File: src/rtl/ex_id_bypass_pkg.sv
// ============================================================================
// Module  : ex_id_bypass_pkg
// Brief   : Shared widths and constants for the EX->ID scoreboard/bypass
// Revision: 1.0
// ============================================================================
`default_nettype none

package ex_id_bypass_pkg;
    localparam int unsigned IMM_WIDTH = 64;
    localparam int unsigned XLEN_DEF  = IMM_WIDTH;
    localparam int unsigned RA_W_DEF  = 5;
    localparam int unsigned X0_IDX    = 0;
endpackage

`default_nettype wire

File: src/rtl/ex_id_bypass_mux.sv
// ============================================================================
// Module  : bypass_mux
// Brief   : Per-source operand select; forwarding paths only with EX_ID_BYPASS_EN
// Revision: 1.0
// ============================================================================
`default_nettype none

module bypass_mux
    import ex_id_bypass_pkg::*;
#(
    parameter int unsigned XLEN = XLEN_DEF,
    parameter int unsigned RA_W = RA_W_DEF
) (
    input  logic [RA_W-1:0] src_i,
    input  logic            use_i,
    input  logic [XLEN-1:0] rdata_i,
    input  logic            ex_valid_i,
    input  logic [RA_W-1:0] ex_rd_i,
    input  logic [XLEN-1:0] ex_data_i,
    input  logic            hold_valid_i,
    input  logic [RA_W-1:0] hold_rd_i,
    input  logic [XLEN-1:0] hold_data_i,
    input  logic            wb_valid_i,
    input  logic [RA_W-1:0] wb_rd_i,
    input  logic [XLEN-1:0] wb_data_i,
    input  logic            busy_i,
    output logic [XLEN-1:0] data_o,
    output logic            unresolved_o
);
    localparam logic [RA_W-1:0] c_x0 = RA_W'(X0_IDX);

`ifndef EX_ID_BYPASS_EN
    logic unused_cand;
    assign unused_cand = ^{ex_valid_i, ex_rd_i, ex_data_i, hold_valid_i, hold_rd_i,
                           hold_data_i, wb_valid_i, wb_rd_i, wb_data_i};
`endif

    always_comb begin
        data_o       = rdata_i;
        unresolved_o = 1'b0;
        if (src_i == c_x0) begin
            data_o = '0;
`ifdef EX_ID_BYPASS_EN
        end else if (ex_valid_i && ex_rd_i == src_i) begin
            data_o = ex_data_i;
        end else if (hold_valid_i && hold_rd_i == src_i) begin
            data_o = hold_data_i;
        end else if (wb_valid_i && wb_rd_i == src_i) begin
            data_o = wb_data_i;
`endif
        end else begin
            unresolved_o = use_i & busy_i;
        end
    end
endmodule

`default_nettype wire

File: src/rtl/ex_id_bypass.sv
// ============================================================================
// Module  : ex_id_bypass
// Brief   : Destination scoreboard + EX/WB operand bypass to ID (EX_ID_BYPASS_EN)
// Revision: 1.0
// ============================================================================
`default_nettype none

module ex_id_bypass
    import ex_id_bypass_pkg::*;
#(
    parameter int unsigned XLEN = XLEN_DEF,
    parameter int unsigned RA_W = RA_W_DEF
) (
    input  logic            clk,
    input  logic            rst,
    input  logic            issue_valid_ID,
    input  logic [RA_W-1:0] issue_rd_ID,
    input  logic            issue_wen_ID,
    input  logic            issue_load_ID,
    input  logic [RA_W-1:0] rs1_ID,
    input  logic [RA_W-1:0] rs2_ID,
    input  logic            rs1_use_ID,
    input  logic            rs2_use_ID,
    input  logic [XLEN-1:0] rdata_1_ID,
    input  logic [XLEN-1:0] rdata_2_ID,
    input  logic            ex_valid,
    input  logic [RA_W-1:0] ex_rd,
    input  logic [XLEN-1:0] ex_data,
    input  logic            wb_valid,
    input  logic [RA_W-1:0] wb_rd,
    input  logic [XLEN-1:0] wb_data,
    output logic [XLEN-1:0] fwd_data_1,
    output logic [XLEN-1:0] fwd_data_2,
    output logic            stall_ID
);
    localparam int unsigned     NREG = 1 << RA_W;
    localparam logic [RA_W-1:0] c_x0 = RA_W'(X0_IDX);

    logic [NREG-1:0] busy_q, busy_d;
    logic [NREG-1:0] is_load_q, is_load_d;
    logic            w_unres_1, w_unres_2, w_issue;
    logic [XLEN-1:0] w_data_1, w_data_2;
    logic            w_hold_valid;
    logic [RA_W-1:0] w_hold_rd;
    logic [XLEN-1:0] w_hold_data;
    logic            unused_load;

    assign unused_load = ^is_load_q;

`ifdef EX_ID_BYPASS_EN
    logic            hold_valid_q;
    logic [RA_W-1:0] hold_rd_q;
    logic [XLEN-1:0] hold_data_q;

    always_ff @(posedge clk or negedge rst) begin
        if (!rst) begin
            hold_valid_q <= 1'b0;
            hold_rd_q    <= '0;
            hold_data_q  <= '0;
        end else begin
            hold_valid_q <= ex_valid;
            hold_rd_q    <= ex_rd;
            hold_data_q  <= ex_data;
        end
    end

    assign w_hold_valid = hold_valid_q;
    assign w_hold_rd    = hold_rd_q;
    assign w_hold_data  = hold_data_q;
`else
    assign w_hold_valid = 1'b0;
    assign w_hold_rd    = '0;
    assign w_hold_data  = '0;
`endif

    // Reset forces a transparent register-file read path regardless of bypass inputs.
    assign stall_ID   = rst & (w_unres_1 | w_unres_2);
    assign fwd_data_1 = rst ? w_data_1 : rdata_1_ID;
    assign fwd_data_2 = rst ? w_data_2 : rdata_2_ID;
    assign w_issue    = issue_valid_ID & issue_wen_ID & (issue_rd_ID != c_x0) & ~stall_ID;

    // Retire first so a same-cycle issue to that rd keeps the entry busy.
    always_comb begin
        busy_d    = busy_q;
        is_load_d = is_load_q;
        if (wb_valid && wb_rd != c_x0) begin
            busy_d[wb_rd]    = 1'b0;
            is_load_d[wb_rd] = 1'b0;
        end
        if (w_issue) begin
            busy_d[issue_rd_ID]    = 1'b1;
            is_load_d[issue_rd_ID] = issue_load_ID;
        end
    end

    always_ff @(posedge clk or negedge rst) begin
        if (!rst) begin
            busy_q    <= '0;
            is_load_q <= '0;
        end else begin
            busy_q    <= busy_d;
            is_load_q <= is_load_d;
        end
    end

    bypass_mux #(.XLEN(XLEN), .RA_W(RA_W)) u_mux_1 (
        .src_i(rs1_ID), .use_i(rs1_use_ID), .rdata_i(rdata_1_ID),
        .ex_valid_i(ex_valid), .ex_rd_i(ex_rd), .ex_data_i(ex_data),
        .hold_valid_i(w_hold_valid), .hold_rd_i(w_hold_rd), .hold_data_i(w_hold_data),
        .wb_valid_i(wb_valid), .wb_rd_i(wb_rd), .wb_data_i(wb_data),
        .busy_i(busy_q[rs1_ID]), .data_o(w_data_1), .unresolved_o(w_unres_1)
    );

    bypass_mux #(.XLEN(XLEN), .RA_W(RA_W)) u_mux_2 (
        .src_i(rs2_ID), .use_i(rs2_use_ID), .rdata_i(rdata_2_ID),
        .ex_valid_i(ex_valid), .ex_rd_i(ex_rd), .ex_data_i(ex_data),
        .hold_valid_i(w_hold_valid), .hold_rd_i(w_hold_rd), .hold_data_i(w_hold_data),
        .wb_valid_i(wb_valid), .wb_rd_i(wb_rd), .wb_data_i(wb_data),
        .busy_i(busy_q[rs2_ID]), .data_o(w_data_2), .unresolved_o(w_unres_2)
    );
endmodule

`default_nettype wire

File: config.mk
export PLATFORM = sky130hd
export DESIGN_NAME = ex_id_bypass
export DESIGN_NICKNAME = d
export VERILOG_FILES = /design/src/rtl/ex_id_bypass_pkg.sv /design/src/rtl/ex_id_bypass_mux.sv /design/src/rtl/ex_id_bypass.sv
export SDC_FILE = /design/constraint.sdc
export NUM_CORES = 1
export LEC_CHECK = 0
export BUFFER_PORTS_ARGS = -buffer_cell sky130_fd_sc_hd__buf_2
export CAP_MARGIN = 40
export CORE_AREA = 3 3 160 162
export DETAILED_ROUTE_END_ITERATION = 8
export DIE_AREA = 0 0 163 165
export GPL_ROUTABILITY_DRIVEN = 0
export GPL_TIMING_DRIVEN = 0
export HOLD_SLACK_MARGIN = 0.15
export PLACE_DENSITY_LB_ADDON = 0.05
export SLEW_MARGIN = 20
export SYNTH_ARGS = -nofsm -noshare
export SYNTH_HDL_FRONTEND = slang
export SYNTH_HIERARCHICAL = 1
export SYNTH_SLANG_ARGS = --single-unit
File: constraint.sdc
create_clock -name clk -period 6 [get_ports clk]
set_clock_uncertainty 0.15 [all_clocks]
set_input_delay 0.3 -clock clk [delete_from_list [all_inputs] [get_ports clk]]
set_output_delay 0.3 -clock clk [all_outputs]
set_load 0.05 [all_outputs]
==> results of run 1 <==
timing repair:
action | 4_1_cts | 5_1_grt
hold buffers | 1 | 0
endpoints found under the setup margin | 0 | 0
endpoints found under the hold margin | 32 | 0
final cells by class:
cell class	count	area, um^2
inverters	4	15.0
well taps	324	405
diodes	2	5.00
fillers	2705	17500
multi-input cells	444	3590
repair buffers	283	1440
plain buffers	49	378
clock inverters	2	35.0
flip-flops and latches	32	801
clock buffers	6	129
worst max-delay path by stage:
stage                                       to  cells past startpoint  slack [ns]       from
after detailed placement  busy_q[28]$_DFF_PN0_                     15        2.67  rs2_ID[1]
final                           fwd_data_2[31]                      6        2.93        rst
after global routing      busy_q[28]$_DFF_PN0_                     15        2.65  rs2_ID[1]
after CTS                       fwd_data_2[25]                      6        2.38        rst
after global placement    busy_q[28]$_DFF_PN0_                     15        2.69  rs2_ID[1]
after floorplan           busy_q[28]$_DFF_PN0_                     14        3.69  rs2_ID[1]
stage by stage:
step                      utilization  power, mW  cells  hold slack [ns]  setup slack (ns)
after floorplan                     -      0.780    529           -0.146              3.69
after global placement          0.272      0.990   1134            0.282              2.69
after detailed placement        0.272      0.991   1134            0.289              2.67
after CTS                       0.279       1.28   1143            0.219              2.38
after global routing            0.280       1.34   1146            0.240              2.65
final                           0.280       1.27   1146            0.214              2.93
worst max-delay path, cell delays in order:
cell,delay [ns]
dlygate4sd3_1,0.51
buf_2,0.19
clkbuf_1,0.61
buf_2,0.39
mux2_2,0.39
buf_2,0.22
where the power goes:
part	leakage (nW)	internal, mW	switching (mW)	total [mW]
sequential	0.420	0.255	0.0339	0.289
clock	0.0809	0.195	0.0904	0.286
combinational	2.64	0.235	0.460	0.696
metal layers:
metal	track usage	routed length (um)
met4	0.0161	98
met5	0	11
met2	0.260	10300
met1	0.172	8620
met3	0.0238	1240
==> run_results.csv, run 1 <==
group,metric,value,unit
worst_setup_path,ff2ff_setup_slack,3.08,ns
timing,rsz0062_at_grt,"false",
worst_setup_path,crit_type,"in2out",
timing,fmax,326,MHz
final_layout,layout_common_cells,"buf_2, mux2_2, a21boi_1",
hold_path,hold_path.class,"in2reg",
final_layout,final_layout_size_suffix_gt1_frac,0.559,
logic_synthesis,syn-num-nets,819,
clock_network,cts_num_sinks,32,
global_route,grt_pass1_wl,29.8,mm
timing,tightest_slew,0.764,ns
logic_synthesis,synth_warnings,6,
route,routed_via_density,4.54,
hold_path,worst_hold_startpoint,"issue_rd_ID[0]",
global_route,grt_max_degree,36,
power_and_ir_drop,leakage,3.14,nW
final_layout,final_common_cell,"buf_2",
clock_network,path_clk_slew,0.05,ns
global_route,grt_pass1_vias,5288,
power_and_ir_drop,powerDensity,187,mW/mm^2
outcome,status,"finished clean",
die,die-area,0.0269,mm^2
die,die_h,165,um
logic_synthesis,syn_area_per_cell,9.04,um^2
worst_setup_path,r2r-start,"busy_q[17]$_DFF_PN0_",
final_layout,syn_to_final_growth,42.0,%
global_route,overflow,0,
worst_setup_path,arrival,2.62,ns
clock_network,clock_path_buffers,2,
route,drt_iter0_drc,209,
timing,hold_violations,0,
final_layout,top_register,"busy_q",
die,std_cell_rows,57,
logic_synthesis,synth_area,0.00478,mm^2
die,die_w,163,um
power_and_ir_drop,ir_drop,138,uV
clock_network,cts_resized,0,
timing,setup_viol,0,
global_route,grtUsageTotal,0.139,
route,via_count,5206,
route,ant_nets,0,
logic_synthesis,synthCells,529,
final_layout,design_area,0.00680,mm^2
worst_setup_path,reg2reg_depth,12,
route,remaining_drc_errors,0,
place,place_area,0.00660,mm^2
worst_setup_path,end_kind,"output port",
worst_setup_path,startpoint_type,"input pin",
route,totalWireLength,20.3,mm
hold_path,min_to,"busy_q[29]$_DFF_PN0_",
route,wl_per_cell,17.7,um
die,initial_core_util,0.197,
clock_network,numCtsBuffers,5,
final_layout,nNetsFinal,1109,
final_layout,reg_top3,"busy_q (32)",
timing,max_slew_margin,0.490,
worst_setup_path,worstPathMaxFanout,10,
clock_network,post_cts_buffers,0,
timing,slew_viol_final,0,
clock_network,cts_tree,"built",
clock_network,h-tree-depth,2,
worst_setup_path,required,5.55,ns
global_route,antenna_found_initial,3,
job,drv_cap,0,
route,dr.pass1.iters,4,
timing,fin_crit_sh,0.512,
hold_path,min_delay_path_depth,3,
die,core,0.0242,mm^2
clock_network,clkLatencyLatePin,0.27,ns
place,place_hpwl,17.1,mm
die,ioPinCount,419,
worst_setup_path,worstReg2RegEnd,"busy_q[28]$_DFF_PN0_",
timing,fin_crit,3.07,ns
place,io_buffers,281,
timing,setup_tns,0,ns
clock_network,clockRootBuffer,"clkbuf_16",
final_layout,largest_reg_flops,32,
No activity file was read; power rests on OpenSTA's default activity.
==> run 2: changes to the inputs <==
Settings changed: CORE_AREA 3 3 160 162 to 3 3 159 161, DIE_AREA 0 0 163 165 to 0 0 162 164.
Clock period 6 ns to 2.77 ns, I/O delays scaled along.
==> run 2 against run 1 <==
Effect of this change:
- register-to-register slack lost 2.9 ns
- die area fell by 1.2%
- total power rose by 120%
- cell count up 0.79%
==> run_results.csv, run 2 (synthesis results as in run 1) <==
group,metric,value,unit
route,dr.pass1.iters,4,
die,core,0.0241,mm^2
place,place_hpwl,17.7,mm
global_route,grt_pass1_wl,30.7,mm
final_layout,largest_reg_flops,32,
die,die_w,162,um
global_route,grt_max_degree,33,
global_route,grt_pass1_vias,5302,
route,totalWireLength,21.1,mm
worst_setup_path,r2r-start,"busy_q[25]$_DFF_PN0_",
final_layout,fin_util,0.287,
global_route,antenna_found_initial,1,
route,met2WireLength,10.7,mm
die,std_cell_rows,57,
clock_network,cts_num_sinks,32,
route,ant_nets,0,
power_and_ir_drop,powerDensity,394,mW/mm^2
power_and_ir_drop,leakage,3.17,nW
clock_network,h-tree-depth,2,
final_layout,final_common_cell,"buf_2",
timing,worst_hold_slack,0.148,ns
clock_network,cts_tree,"built",
final_layout,fillers,2683,
global_route,overflow,0,
place,place_ws,-0.471,ns
route,wl_met1,8.80,mm
worst_setup_path,cp_num_buf_inv,1,
timing,slew_viol_final,0,
timing,max_slew_margin,0.639,
timing,setup_viol,0,
timing,fmax,382,MHz
worst_setup_path,required,2.82,ns
final_layout,reg_top3,"busy_q (32)",
power_and_ir_drop,clkPwrFrac,0.203,
hold_path,min_delay_path_depth,4,
route,remaining_drc_errors,0,
timing,hold_violations,0,
timing,fin_crit,2.62,ns
hold_path,min_to,"busy_q[1]$_DFF_PN0_",
power_and_ir_drop,swShare,0.474,
worst_setup_path,cp_slowest_stage_delay,0.42,ns
clock_network,clock_path_buffers,2,
route,wl_met3,1.42,mm
worst_setup_path,crit_type,"reg2reg",
timing,fin_crit_sh,0.946,
die,die_h,164,um
route,wl_per_cell,18.3,um
final_layout,final_cells,1155,
worst_setup_path,crit_top_cell,"nand2_1",
die,ioPinCount,419,
outcome,status,"finished clean",
route,routed_via_density,4.57,
final_layout,nNetsFinal,1119,
timing,timing.final.ws_setup,0.151,ns
clock_network,clockRootBuffer,"clkbuf_16",
hold_path,hold_path.class,"in2reg",
power_and_ir_drop,ir_drop,231,uV
worst_setup_path,arrival,2.67,ns
worst_setup_path,cp_cell_sequence,"mux2i_1 > a22oi_1 > nand3_1 > nand2_1 > a311o_1 > nand2_1 > a21oi_1 > o21ai_2 > nand3_4 > nor2_4 > buf_4 > nand2_1 > o21ai_1",
global_route,grtUsageTotal,0.146,
worst_setup_path,crit_family,"compound AO/OA/AOI/OAI gates",
job,drv_cap,0,
power_and_ir_drop,power_frac_comb,0.563,
clock_network,clkLatencyLatePin,0.28,ns
power_and_ir_drop,switchingPower,1.29,mW
place,dp_cells,1134,
worst_setup_path,worstReg2RegEnd,"busy_q[24]$_DFF_PN0_",
die,die-area,0.0266,mm^2
final_layout,final_layout_size_suffix_gt1_frac,0.564,
final_layout,syn_to_final_growth,44.8,%
final_layout,top_register,"busy_q",
worst_setup_path,ff2ff_setup_slack,0.15,ns
route,highest_layer,"met5",
worst_setup_path,cpMaxStageDelayCell,"dfrtp_1",
clock_network,numCtsBuffers,5,
timing,rsz0062_at_grt,"true",
power_and_ir_drop,sequentialPowerShare,0.234,
worst_setup_path,startpoint_type,"register",
place,io_buffers,281,
final_layout,multi_input_comb_area,0.00364,mm^2
route,drt_iter0_drc,221,
power_and_ir_drop,internal_power,1.44,mW
worst_setup_path,end_kind,"register",
route,via_count,5281,
die,initial_core_util,0.198,
worst_setup_path,reg2reg_depth,13,
final_layout,regArea,801,um^2
timing,tightest_slew,0.541,ns
hold_path,worst_hold_startpoint,"wb_valid",
final_layout,layout_common_cells,"buf_2, mux2_2, a21boi_1",
worst_setup_path,worstPathMaxFanout,4,
clock_network,path_clk_slew,0.05,ns
[run 2: cell types whose count changed in the layout (fill, tap and decap cells not counted), moves of 2 or more]
cell and change:
nor2_4 +2, buf_4 +2, o21ai_1 +18, o21ai_0 -19, dlygate4sd3_1 +9, nand3_1 -3, nor2_1 -2, nand3_2 +2
[run 2: layer usage]
| layer | track usage | vias to the layer above |
|---|---|---|
| met5 | 0 | - |
| met4 | 0.0186 | 2 |
| met3 | 0.0265 | 14 |
| met2 | 0.268 | 186 |
| met1 | 0.183 | 2506 |
| li1 | - | 2573 |
[run 2: how the worst max path moves through the flow]
stage	start	endpoint	slack [ns]	cells past startpoint
floorplan	rs2_ID[1]	busy_q[28]$_DFF_PN0_	0.62	14
global placement	rs2_ID[1]	busy_q[28]$_DFF_PN0_	-0.45	15
detailed placement	rs2_ID[1]	busy_q[28]$_DFF_PN0_	-0.47	13
CTS	rst	fwd_data_2[0]	0.02	6
global route	busy_q[25]$_DFF_PN0_	busy_q[18]$_DFF_PN0_	-0.005	13
finish	busy_q[25]$_DFF_PN0_	busy_q[24]$_DFF_PN0_	0.15	13
[run 2: timing repair]
action | CTS | global route
resized for setup | 7 | 27
pin swaps | 0 | 8
endpoints found under the hold margin | 45 | 0
hold buffers | 11 | 0
endpoints found under the setup margin | 32 | 26
buffers inserted | 0 | 1
[run 2: area by class of cell]
class                           instances  area share
Antenna cell                            1    0.000361
Buffer                                 49      0.0547
Clock buffer                            8      0.0211
Inverter                                4     0.00217
Multi-Input combinational cell        444       0.526
Sequential cell                        32       0.116
Tap cell                              324      0.0585
Timing Repair Buffer                  293       0.222
[run 2: power groups by stage]
stage | sequential, mW | clock [mW] | combinational [mW]
2_1_floorplan | 0.601 | 0 | 1.09
4_1_cts | 0.639 | 0.554 | 1.54
3_3_place_gp | 0.645 | 0 | 1.50
6_report | 0.639 | 0.554 | 1.54
3_5_place_dp | 0.647 | 0 | 1.51
5_1_grt | 0.654 | 0.578 | 1.64
[run 2: stage by stage]
stage / total power [mW] / instance area (um^2) / setup TNS [ns]
floorplan: 1.69 / 4780 / 0
global placement: 2.15 / 6600 / -10.72
detailed placement: 2.16 / 6600 / -10.84
CTS: 2.73 / 6880 / 0
global route: 2.87 / 6930 / -0.00504
finish: 2.73 / 6930 / 0
[run 2: worst reg2reg max path, stage by stage, from the launching register on]
cell and delay (ns):
dfrtp_1 0.42, mux2i_1 0.24, a22oi_1 0.13, nand3_1 0.09, nand2_1 0.05, a311o_1 0.33, nand2_1 0.06, a21oi_1 0.06
o21ai_2 0.32, nand3_4 0.16, nor2_4 0.19, buf_4 0.14, nand2_1 0.08, o21ai_1 0.13
